--- src/rtl/alu_pkg.sv ---
`default_nettype none
// ============================================================================
//  Module      : alu_pkg
//  Description : Shared ALU opcode constants, result-stage state encoding and
//                the overflow-qualification helper used by the flag logic.
//  Revision    : 1.0 - initial release
// ============================================================================
package alu_pkg;

    // ALU opcodes
    localparam logic [3:0] OP_AND = 4'b0000;
    localparam logic [3:0] OP_OR  = 4'b0001;
    localparam logic [3:0] OP_ADD = 4'b0010;
    localparam logic [3:0] OP_SUB = 4'b0110;
    localparam logic [3:0] OP_SLT = 4'b0111;
    localparam logic [3:0] OP_SRL = 4'b1000;
    localparam logic [3:0] OP_SLL = 4'b1001;
    localparam logic [3:0] OP_SRA = 4'b1010;
    localparam logic [3:0] OP_NOR = 4'b1100;

    // Skid-buffer occupancy: EMPTY, ONE (main only), FULL (main + skid)
    typedef enum logic [1:0] {
        ST_EMPTY = 2'd0,
        ST_ONE   = 2'd1,
        ST_FULL  = 2'd2
    } stage_state_e;

    // Only the adder path produces a meaningful overflow; every other
    // opcode (shifts, logic, SLT, unknown encodings) reports none.
    function automatic logic qualify_ovf(input logic [3:0] op, input logic raw_ovf);
        return ((op == OP_ADD) || (op == OP_SUB)) ? raw_ovf : 1'b0;
    endfunction

endpackage : alu_pkg
`default_nettype wire

--- src/rtl/alu_flags.sv ---
`default_nettype none
// ============================================================================
//  Module      : alu_flags
//  Description : Combinational flag generation for an ALU result:
//                zero, negative (sign bit) and qualified overflow.
//  Revision    : 1.0 - initial release
// ============================================================================
module alu_flags
    import alu_pkg::*;
#(
    parameter int WIDTH = 32
) (
    input  logic [WIDTH-1:0] result_i,
    input  logic [3:0]       op_i,
    input  logic             ovf_i,
    output logic             zero_o,
    output logic             neg_o,
    output logic             ovf_o
);

    assign zero_o = (result_i == '0);
    assign neg_o  = result_i[WIDTH-1];
    assign ovf_o  = qualify_ovf(op_i, ovf_i);

endmodule : alu_flags
`default_nettype wire

--- src/rtl/alu_result_stage.sv ---
`default_nettype none
// ============================================================================
//  Module      : alu_result_stage
//  Description : Two-entry skid buffer registering ALU results and their
//                flags, with a registered in_ready, synchronous flush and a
//                wrapping delivered-result counter.
//  Revision    : 1.0 - initial release
// ============================================================================
module alu_result_stage
    import alu_pkg::*;
#(
    parameter int WIDTH = 32,
    parameter int CNT_W = 16
) (
    input  logic             clk,
    input  logic             rst,
    input  logic             flush,
    input  logic             in_valid,
    output logic             in_ready,
    input  logic [WIDTH-1:0] in_result,
    input  logic [3:0]       in_op,
    input  logic             in_ovf,
    output logic             out_valid,
    input  logic             out_ready,
    output logic [WIDTH-1:0] out_result,
    output logic [3:0]       out_op,
    output logic             out_zero,
    output logic             out_neg,
    output logic             out_ovf,
    output logic [CNT_W-1:0] out_count
);

    stage_state_e     state_q, state_d;
    logic             in_ready_q, in_ready_d;
    logic [CNT_W-1:0] count_q, count_d;

    // Main entry drives the outputs; skid entry catches the second result
    logic [WIDTH-1:0] main_result_q, main_result_d;
    logic [3:0]       main_op_q, main_op_d;
    logic             main_zero_q, main_zero_d;
    logic             main_neg_q, main_neg_d;
    logic             main_ovf_q, main_ovf_d;

    logic [WIDTH-1:0] skid_result_q, skid_result_d;
    logic [3:0]       skid_op_q, skid_op_d;
    logic             skid_zero_q, skid_zero_d;
    logic             skid_neg_q, skid_neg_d;
    logic             skid_ovf_q, skid_ovf_d;

    logic             w_accept;
    logic             w_deliver;
    logic             w_zero;
    logic             w_neg;
    logic             w_ovf;

    // Flags are evaluated on the incoming result and stored with its entry
    alu_flags #(
        .WIDTH (WIDTH)
    ) u_flags (
        .result_i (in_result),
        .op_i     (in_op),
        .ovf_i    (in_ovf),
        .zero_o   (w_zero),
        .neg_o    (w_neg),
        .ovf_o    (w_ovf)
    );

    assign out_valid  = (state_q != ST_EMPTY);
    assign in_ready   = in_ready_q;
    assign w_accept   = in_valid && in_ready_q;
    assign w_deliver  = out_valid && out_ready;

    assign out_result = main_result_q;
    assign out_op     = main_op_q;
    assign out_zero   = main_zero_q;
    assign out_neg    = main_neg_q;
    assign out_ovf    = main_ovf_q;
    assign out_count  = count_q;

    // Next-state, entry movement and counter update
    always_comb begin
        state_d       = state_q;
        main_result_d = main_result_q;
        main_op_d     = main_op_q;
        main_zero_d   = main_zero_q;
        main_neg_d    = main_neg_q;
        main_ovf_d    = main_ovf_q;
        skid_result_d = skid_result_q;
        skid_op_d     = skid_op_q;
        skid_zero_d   = skid_zero_q;
        skid_neg_d    = skid_neg_q;
        skid_ovf_d    = skid_ovf_q;

        case (state_q)
            ST_EMPTY: begin
                if (w_accept) begin
                    state_d       = ST_ONE;
                    main_result_d = in_result;
                    main_op_d     = in_op;
                    main_zero_d   = w_zero;
                    main_neg_d    = w_neg;
                    main_ovf_d    = w_ovf;
                end
            end
            ST_ONE: begin
                if (w_accept && w_deliver) begin
                    // Main leaves and is replaced in the same edge
                    main_result_d = in_result;
                    main_op_d     = in_op;
                    main_zero_d   = w_zero;
                    main_neg_d    = w_neg;
                    main_ovf_d    = w_ovf;
                end else if (w_accept) begin
                    state_d       = ST_FULL;
                    skid_result_d = in_result;
                    skid_op_d     = in_op;
                    skid_zero_d   = w_zero;
                    skid_neg_d    = w_neg;
                    skid_ovf_d    = w_ovf;
                end else if (w_deliver) begin
                    state_d = ST_EMPTY;
                end
            end
            ST_FULL: begin
                // in_ready is low here, so only a delivery can occur
                if (w_deliver) begin
                    state_d       = ST_ONE;
                    main_result_d = skid_result_q;
                    main_op_d     = skid_op_q;
                    main_zero_d   = skid_zero_q;
                    main_neg_d    = skid_neg_q;
                    main_ovf_d    = skid_ovf_q;
                end
            end
            default: begin
                state_d = ST_EMPTY;
            end
        endcase

        // Flush discards everything buffered, including a concurrent accept
        if (flush) begin
            state_d = ST_EMPTY;
        end

        // Registered ready: look ahead at the next occupancy
        in_ready_d = (state_d != ST_FULL);

        // A delivery concurrent with flush still happened and is counted
        count_d = count_q + (w_deliver ? CNT_W'(1) : CNT_W'(0));
    end

    // State and data registers with synchronous reset taking priority
    always_ff @(posedge clk) begin
        if (rst) begin
            state_q       <= ST_EMPTY;
            in_ready_q    <= 1'b1;
            count_q       <= '0;
            main_result_q <= '0;
            main_op_q     <= '0;
            main_zero_q   <= 1'b1;
            main_neg_q    <= 1'b0;
            main_ovf_q    <= 1'b0;
            skid_result_q <= '0;
            skid_op_q     <= '0;
            skid_zero_q   <= 1'b1;
            skid_neg_q    <= 1'b0;
            skid_ovf_q    <= 1'b0;
        end else begin
            state_q       <= state_d;
            in_ready_q    <= in_ready_d;
            count_q       <= count_d;
            main_result_q <= main_result_d;
            main_op_q     <= main_op_d;
            main_zero_q   <= main_zero_d;
            main_neg_q    <= main_neg_d;
            main_ovf_q    <= main_ovf_d;
            skid_result_q <= skid_result_d;
            skid_op_q     <= skid_op_d;
            skid_zero_q   <= skid_zero_d;
            skid_neg_q    <= skid_neg_d;
            skid_ovf_q    <= skid_ovf_d;
        end
    end

endmodule : alu_result_stage
`default_nettype wire

--- config.mk ---
export PLATFORM = sky130hd
export DESIGN_NAME = alu_result_stage
export DESIGN_NICKNAME = d
export VERILOG_FILES = /design/src/rtl/alu_pkg.sv /design/src/rtl/alu_flags.sv /design/src/rtl/alu_result_stage.sv
export SDC_FILE = /design/constraint.sdc
export NUM_CORES = 1
export LEC_CHECK = 0
export ABC_AREA = 0
export CORE_MARGIN = 8
export CORE_UTILIZATION = 50
export CTS_BUF_LIST = sky130_fd_sc_hd__clkbuf_16
export DETAILED_ROUTE_END_ITERATION = 12
export DONT_BUFFER_PORTS = 1
export GPL_TIMING_DRIVEN = 0
export SYNTH_ARGS = -nofsm -noshare
export SYNTH_HDL_FRONTEND = slang
export SYNTH_HIERARCHICAL = 1
export SYNTH_SLANG_ARGS = --single-unit
--- constraint.sdc ---
create_clock -name clk -period 4.8 [get_ports clk]
set_input_delay 0.96 -clock clk [delete_from_list [all_inputs] [get_ports clk]]
set_output_delay 0.96 -clock clk [all_outputs]
set_load 0.005 [all_outputs]
== After elaboration in Yosys (flattened, before gate mapping) ==
Index checks and enable logic that the tools add are counted.

* Add/sub/neg operators: 1
* Multipliers: 0
* Divide/modulo/power cells: 0
* Magnitude comparators: 0
* Equality and inequality tests: 8
* Shift-type cells: 0
* Muxes and demuxes: 29
* Bitwise operators: 1
* Reduce and logical (&&, ||, !) cells: 10

{| class="wikitable"
|+ Operator list
! operator !! number
|-
| $mux W32 || 3
|-
| $pmux W32 S3 || 1
|-
| $logic_not A32 Y1 || 1
|-
| $add A16 B1 Y16 || 1
|-
| $mux W2 || 6
|-
| $mux W4 || 3
|-
| $pmux W4 S3 || 1
|-
| $mux W1 || 11
|-
| $pmux W1 S3 || 3
|-
| $ne A2 B2 Y1 const B || 4
|-
| $pmux W2 S3 || 1
|-
| $eq A4 B2 Y1 const B || 1
|-
| $eq A4 B3 Y1 const B || 1
|-
| $reduce_and A4 Y1 || 1
|-
| $logic_and A1 B1 Y1 || 3
|-
| $reduce_and A3 Y1 || 1
|-
| $reduce_bool A3 Y1 || 1
|-
| $eq A2 B1 Y1 const B || 1
|-
| $eq A2 B2 Y1 const B || 1
|-
| $logic_not A2 Y1 || 1
|-
| $reduce_bool A2 Y1 || 1
|-
| $logic_or A1 B1 Y1 || 1
|-
| $not A1 Y1 || 1
|}

* Flip-flop bits (word level): 97
* Bits in latches: 0
* Memory bits (writable): 0
* ROM bits: 0
* Logic and storage cells: 62
* Memories: 0

== Longest topological paths before layout ==
* Depth after elaboration: 8
* Depth in mapped cells: 8

== Cells and area by module ==
The synthesis kept the hierarchy.

{| class="wikitable"
|+ Modules (own cells, without submodules)
! module !! instances !! cells an instance !! area each (µm²) !! seq. area each (µm²)
|-
| alu_result_stage || 1 || 439 || 4131.5 || 1941.9
|-
| alu_flags || 1 || 13 || 90.1 || 0.0
|}

== Worst setup path before layout ==
OpenSTA, ideal clock, no wires.

* Kind: input -> register
* Start point: input out_ready
* End point: register count_q[14] (netlist: out_count[14])
* Data arrival time: 2.308 ns
* Required time: 4.730 ns
* Slack: 2.421 ns
* Cell stages on the path: 7
* Buffers on the path: 0
* Cell sequence: and2_1 -> ha_1 -> ha_1 -> and3_1 -> nand2_1 -> or4_1 -> a21oi_1

* Word-level cells in the longest chain between the ends: 3

{| class="wikitable"
|+ Ends and longest elaborated chain
! element !! line !! RTL
|-
| start: declaration || alu_result_stage.sv:24 || <nowiki>input logic out_ready,</nowiki>
|-
| $logic_and A1 B1 Y1 || alu_result_stage.sv:71 || <nowiki>assign w_deliver = out_valid && out_ready;</nowiki>
|-
| $mux W1 || alu_result_stage.sv:149 || <nowiki>count_d = count_q + (w_deliver ? CNT_W'(1) : CNT_W'(0));</nowiki>
|-
| $add A16 B1 Y16 || alu_result_stage.sv:149 ||
|-
| end signal: assignment || alu_result_stage.sv:171 || <nowiki>count_q <= count_d;</nowiki>
|-
| end: declaration || alu_result_stage.sv:35 || <nowiki>logic [CNT_W-1:0] count_q, count_d;</nowiki>
|}

No other way between the ends.
A chain may end at the register's enable or synchronous reset.

== Final worst setup path ==
* Start point: register state_q[1]
* End point: register count_q[14] (netlist: out_count[14])

* Word-level cells in the longest chain between the ends: 4

{| class="wikitable"
|+ Ends and longest elaborated chain
! element !! line !! RTL
|-
| start: declaration || alu_result_stage.sv:33 || <nowiki>stage_state_e state_q, state_d;</nowiki>
|-
| start signal: assignment || alu_result_stage.sv:169 || <nowiki>state_q <= state_d;</nowiki>
|-
| $reduce_bool A2 Y1 || alu_result_stage.sv:68 || <nowiki>assign out_valid = (state_q != ST_EMPTY);</nowiki>
|-
| named net out_valid || alu_result_stage.sv:23 || <nowiki>output logic out_valid,</nowiki>
|-
| $logic_and A1 B1 Y1 || alu_result_stage.sv:71 ||
|-
| $mux W1 || alu_result_stage.sv:149 ||
|-
| $add A16 B1 Y16 || alu_result_stage.sv:149 ||
|}

The timed path passes the listed nets, and every way through them passes these cells.

==> flow_summary_export.csv <==
group,metric,value,unit
logic_synthesis,synth-async-reset-ratio,0,%
clocking,cts_tree,"yes",
clocking,clkTransAtPathRegs,60,ps
worst_setup_path,crit_required,5060,ps
logic_synthesis,synth_cell_types,38,
die,start_util,51.4,%
clocking,post_cts_resized,0,
logic_synthesis,synth_nets,496,
worst_setup_path,arrival,2480,ps
global_routing,grt_pass1_vias,3216,
worst_setup_path,r2r_start,"state_q[1]$_SDFF_PP0_",
route,first_pass_iters,5,
worst_setup_path,reg2reg_depth,8,
worst_setup_path,reg2reg_to,"out_count[14]$_SDFF_PP0_",
clocking,post_cts_buffers,0,
final_layout,final_util,56.4,%
job,maxCapViolations,0,
global_routing,antenna_found_initial,0,
final_layout,diodes,0,
logic_synthesis,synth_top_area_share,46.0,%
route,viasPerCell,5.69,
min_path,hold_path_depth,2,
clocking,htree_levels,3,
worst_setup_path,crit_fanout,7,
sta,fin_crit_sh,46.1,%
worst_setup_path,rrSetupSlack,2590,ps
sta,final.min_clock_period,2210,ps
die,ioPinCount,99,
logic_synthesis,yosys_warnings,6,
clocking,clock_latency,330,ps
power_and_ir_drop,leakagePower,1.86,nW
logic_synthesis,syn_avg_cell_area,9.34,µm²
clocking,cts-root-buf,"clkbuf_16",
clocking,cts_hold_buf,0,
logic_synthesis,netlist_top_cells_count,"dfxtp_1, nand2_1, nor2_1",
min_path,worstHoldStart,"skid_result_q[17]$_SDFFE_PP0P_",
sta,slew_headroom,48.5,%
run_status,status,"finished, final reports clean",
clocking,cts_buffers,9,
logic_synthesis,synth_area,0.00422,mm²
min_path,hold_class,"reg -> reg",
logic_synthesis,yosysTopAreaCell,"dfxtp_1",
placed_design,place.port_buffers,0,
global_routing,grt_overflow,0,
die,die-area,0.0116,mm²
min_path,min_to,"skid_result_q[17]$_SDFFE_PP0P_",
logic_synthesis,synth-seq-cells,97,
sta,report.final.slew_viol_count,0,
sta,max_freq,452,MHz
global_routing,grt_first_pass_wirelength,16800,µm
worst_setup_path,start_kind,"flop",
logic_synthesis,ys_seq_area_share,46.0,%
worst_setup_path,end_kind,"flop",
sta,setup_violations,0,
sta,final-hold-violation-count,0,
sta,clock-skew-final,5.34,ps
die,dieHeight,108,µm
sta,tns,0,ps
final_layout,area_growth,9.69,%
logic_synthesis,yosysMostFrequentCell,"dfxtp_1",
clocking,clockBufferDepth,2,
clocking,cts.sinks,97,
placed_design,dp_hpwl,7810,µm
die,die_x,108,µm
global_routing,grt_max_degree,15,
placed_design,place_congestion,0.809,
final_layout,drive_above_1_share,16.1,%
sta,rsz0062_at_grt,"false",
logic_synthesis,synth_edf_count,0,
logic_synthesis,synthTopCellsByArea,"dfxtp_1, a211oi_2, mux2i_1",
route,wire_per_inst,18.6,µm
route,drc,0,
logic_synthesis,synth_cells,452,
final_layout,final_nets,507,
global_routing,grt_usage,18.5,%
power_and_ir_drop,p_per_area,368,mW/mm²
power_and_ir_drop,vdd_drop_max,0.000151,V
route,num_vias,3257,
logic_synthesis,synth_flop_cell,"dfxtp_1",
die,core_area,0.00822,mm²
route,drtIter0Drc,124,
sta,tightest_slew,773,ps
final_layout,n_fill_cell,750,
worst_setup_path,crit_type,"reg -> reg",
die,rows,33,
route,ant_nets,0,
route,postRouteWirelength,10600,µm
==> metrics by stage <==
stage          instance area, µm²  hold WS (ps)  power [mW]  worst slack, ps  cells
6_report                     4630           453        1.70             2590    572
2_1_floorplan                4220           434        1.01             2420    452
4_1_cts                      4630           456        1.72             2580    572
5_1_grt                      4630           472        1.77             2410    572
3_3_place_gp                 4350           442        1.04             2290    557
3_5_place_dp                 4350           446        1.04             2280    557
==> how the worst max path moves through the flow <==
stage | from | cells past startpoint | endpoint
floorplan | out_ready | 7 | out_count[14]$_SDFF_PP0_
global placement | out_ready | 7 | out_count[14]$_SDFF_PP0_
detailed placement | rst | 4 | skid_result_q[13]$_SDFFE_PP0P_
CTS | state_q[1]$_SDFF_PP0_ | 8 | out_count[14]$_SDFF_PP0_
global route | state_q[1]$_SDFF_PP0_ | 8 | out_count[14]$_SDFF_PP0_
finish | state_q[1]$_SDFF_PP0_ | 8 | out_count[14]$_SDFF_PP0_
==> area by class of cell <==
| type | instances | area [µm²] | share of cell area (%) |
|---|---|---|---|
| plain buffers | 33 | 198 | 4.27 |
| flip-flops and latches | 97 | 1940 | 41.9 |
| clock buffers | 9 | 225 | 4.86 |
| inverters | 1 | 3.75 | 0.0811 |
| well taps | 105 | 131 | 2.84 |
| multi-input cells | 321 | 2080 | 44.9 |
| clock inverters | 6 | 52.6 | 1.13 |
==> state kept, by name (all words and copies together) (netlist names) <==
name and count:
in_ready 1, out_neg 1, skid_neg_q 1, skid_op_q 4, out_result 32, out_count 16, skid_result_q 32, out_op 4
state_q 2, out_ovf 1, out_zero 1, skid_zero_q 1, skid_ovf_q 1
==> power by group <==
part | switching, mW | internal, mW | leakage, nW
Combinational | 0.0898 | 0.0620 | 0.925
Sequential | 0.0292 | 0.843 | 0.793
Clock | 0.288 | 0.394 | 0.139
==> layer usage <==
layer | GRT usage [%] | wire length [µm] | up-vias
met5 | 0 | 0 | -
met2 | 28.7 | 4800 | 106
met3 | 7.84 | 1070 | 19
met4 | 6.54 | 201 | 0
li1 | - | - | 1595
met1 | 22.2 | 4560 | 1537
==> layout by cell type (no fill, tap or decap), types with 3 or more instances in the layout <==
cell,count
dfxtp_1,97
nand2_1,83
nor2_1,55
a21oi_1,41
mux2i_1,38
a211oi_2,38
clkbuf_1,14
nor4_1,9
clkbuf_16,9
buf_2,8
buf_6,7
nand3_1,7
xor2_1,6
nor3_1,5
nand4_1,5
xnor2_1,5
inv_1,3
buf_4,3
mux2_2,3
nor2b_1,3
==> cell families after synthesis <==
logic type               after synthesis  synth area share (%)
AO/OA/AOI/OAI                         84                  17.5
XOR/XNOR                              11                  2.28
adder cells (fa/ha/maj)                2                 0.593
buffers and inverters                 34                  4.77
flip-flops                            97                  46.0
multiplexers                          41                  9.81
AND/OR/NAND/NOR                      183                  19.1
==> critical path: stages (launching register included) <==
cell     delay (ps)
dfxtp_1         430
or2_2           210
and2_1          130
ha_1            160
ha_1            230
and3_1          250
nand2_1          90
or4_1           500
a21oi_1         140
(Power assumes the default switching activity.)
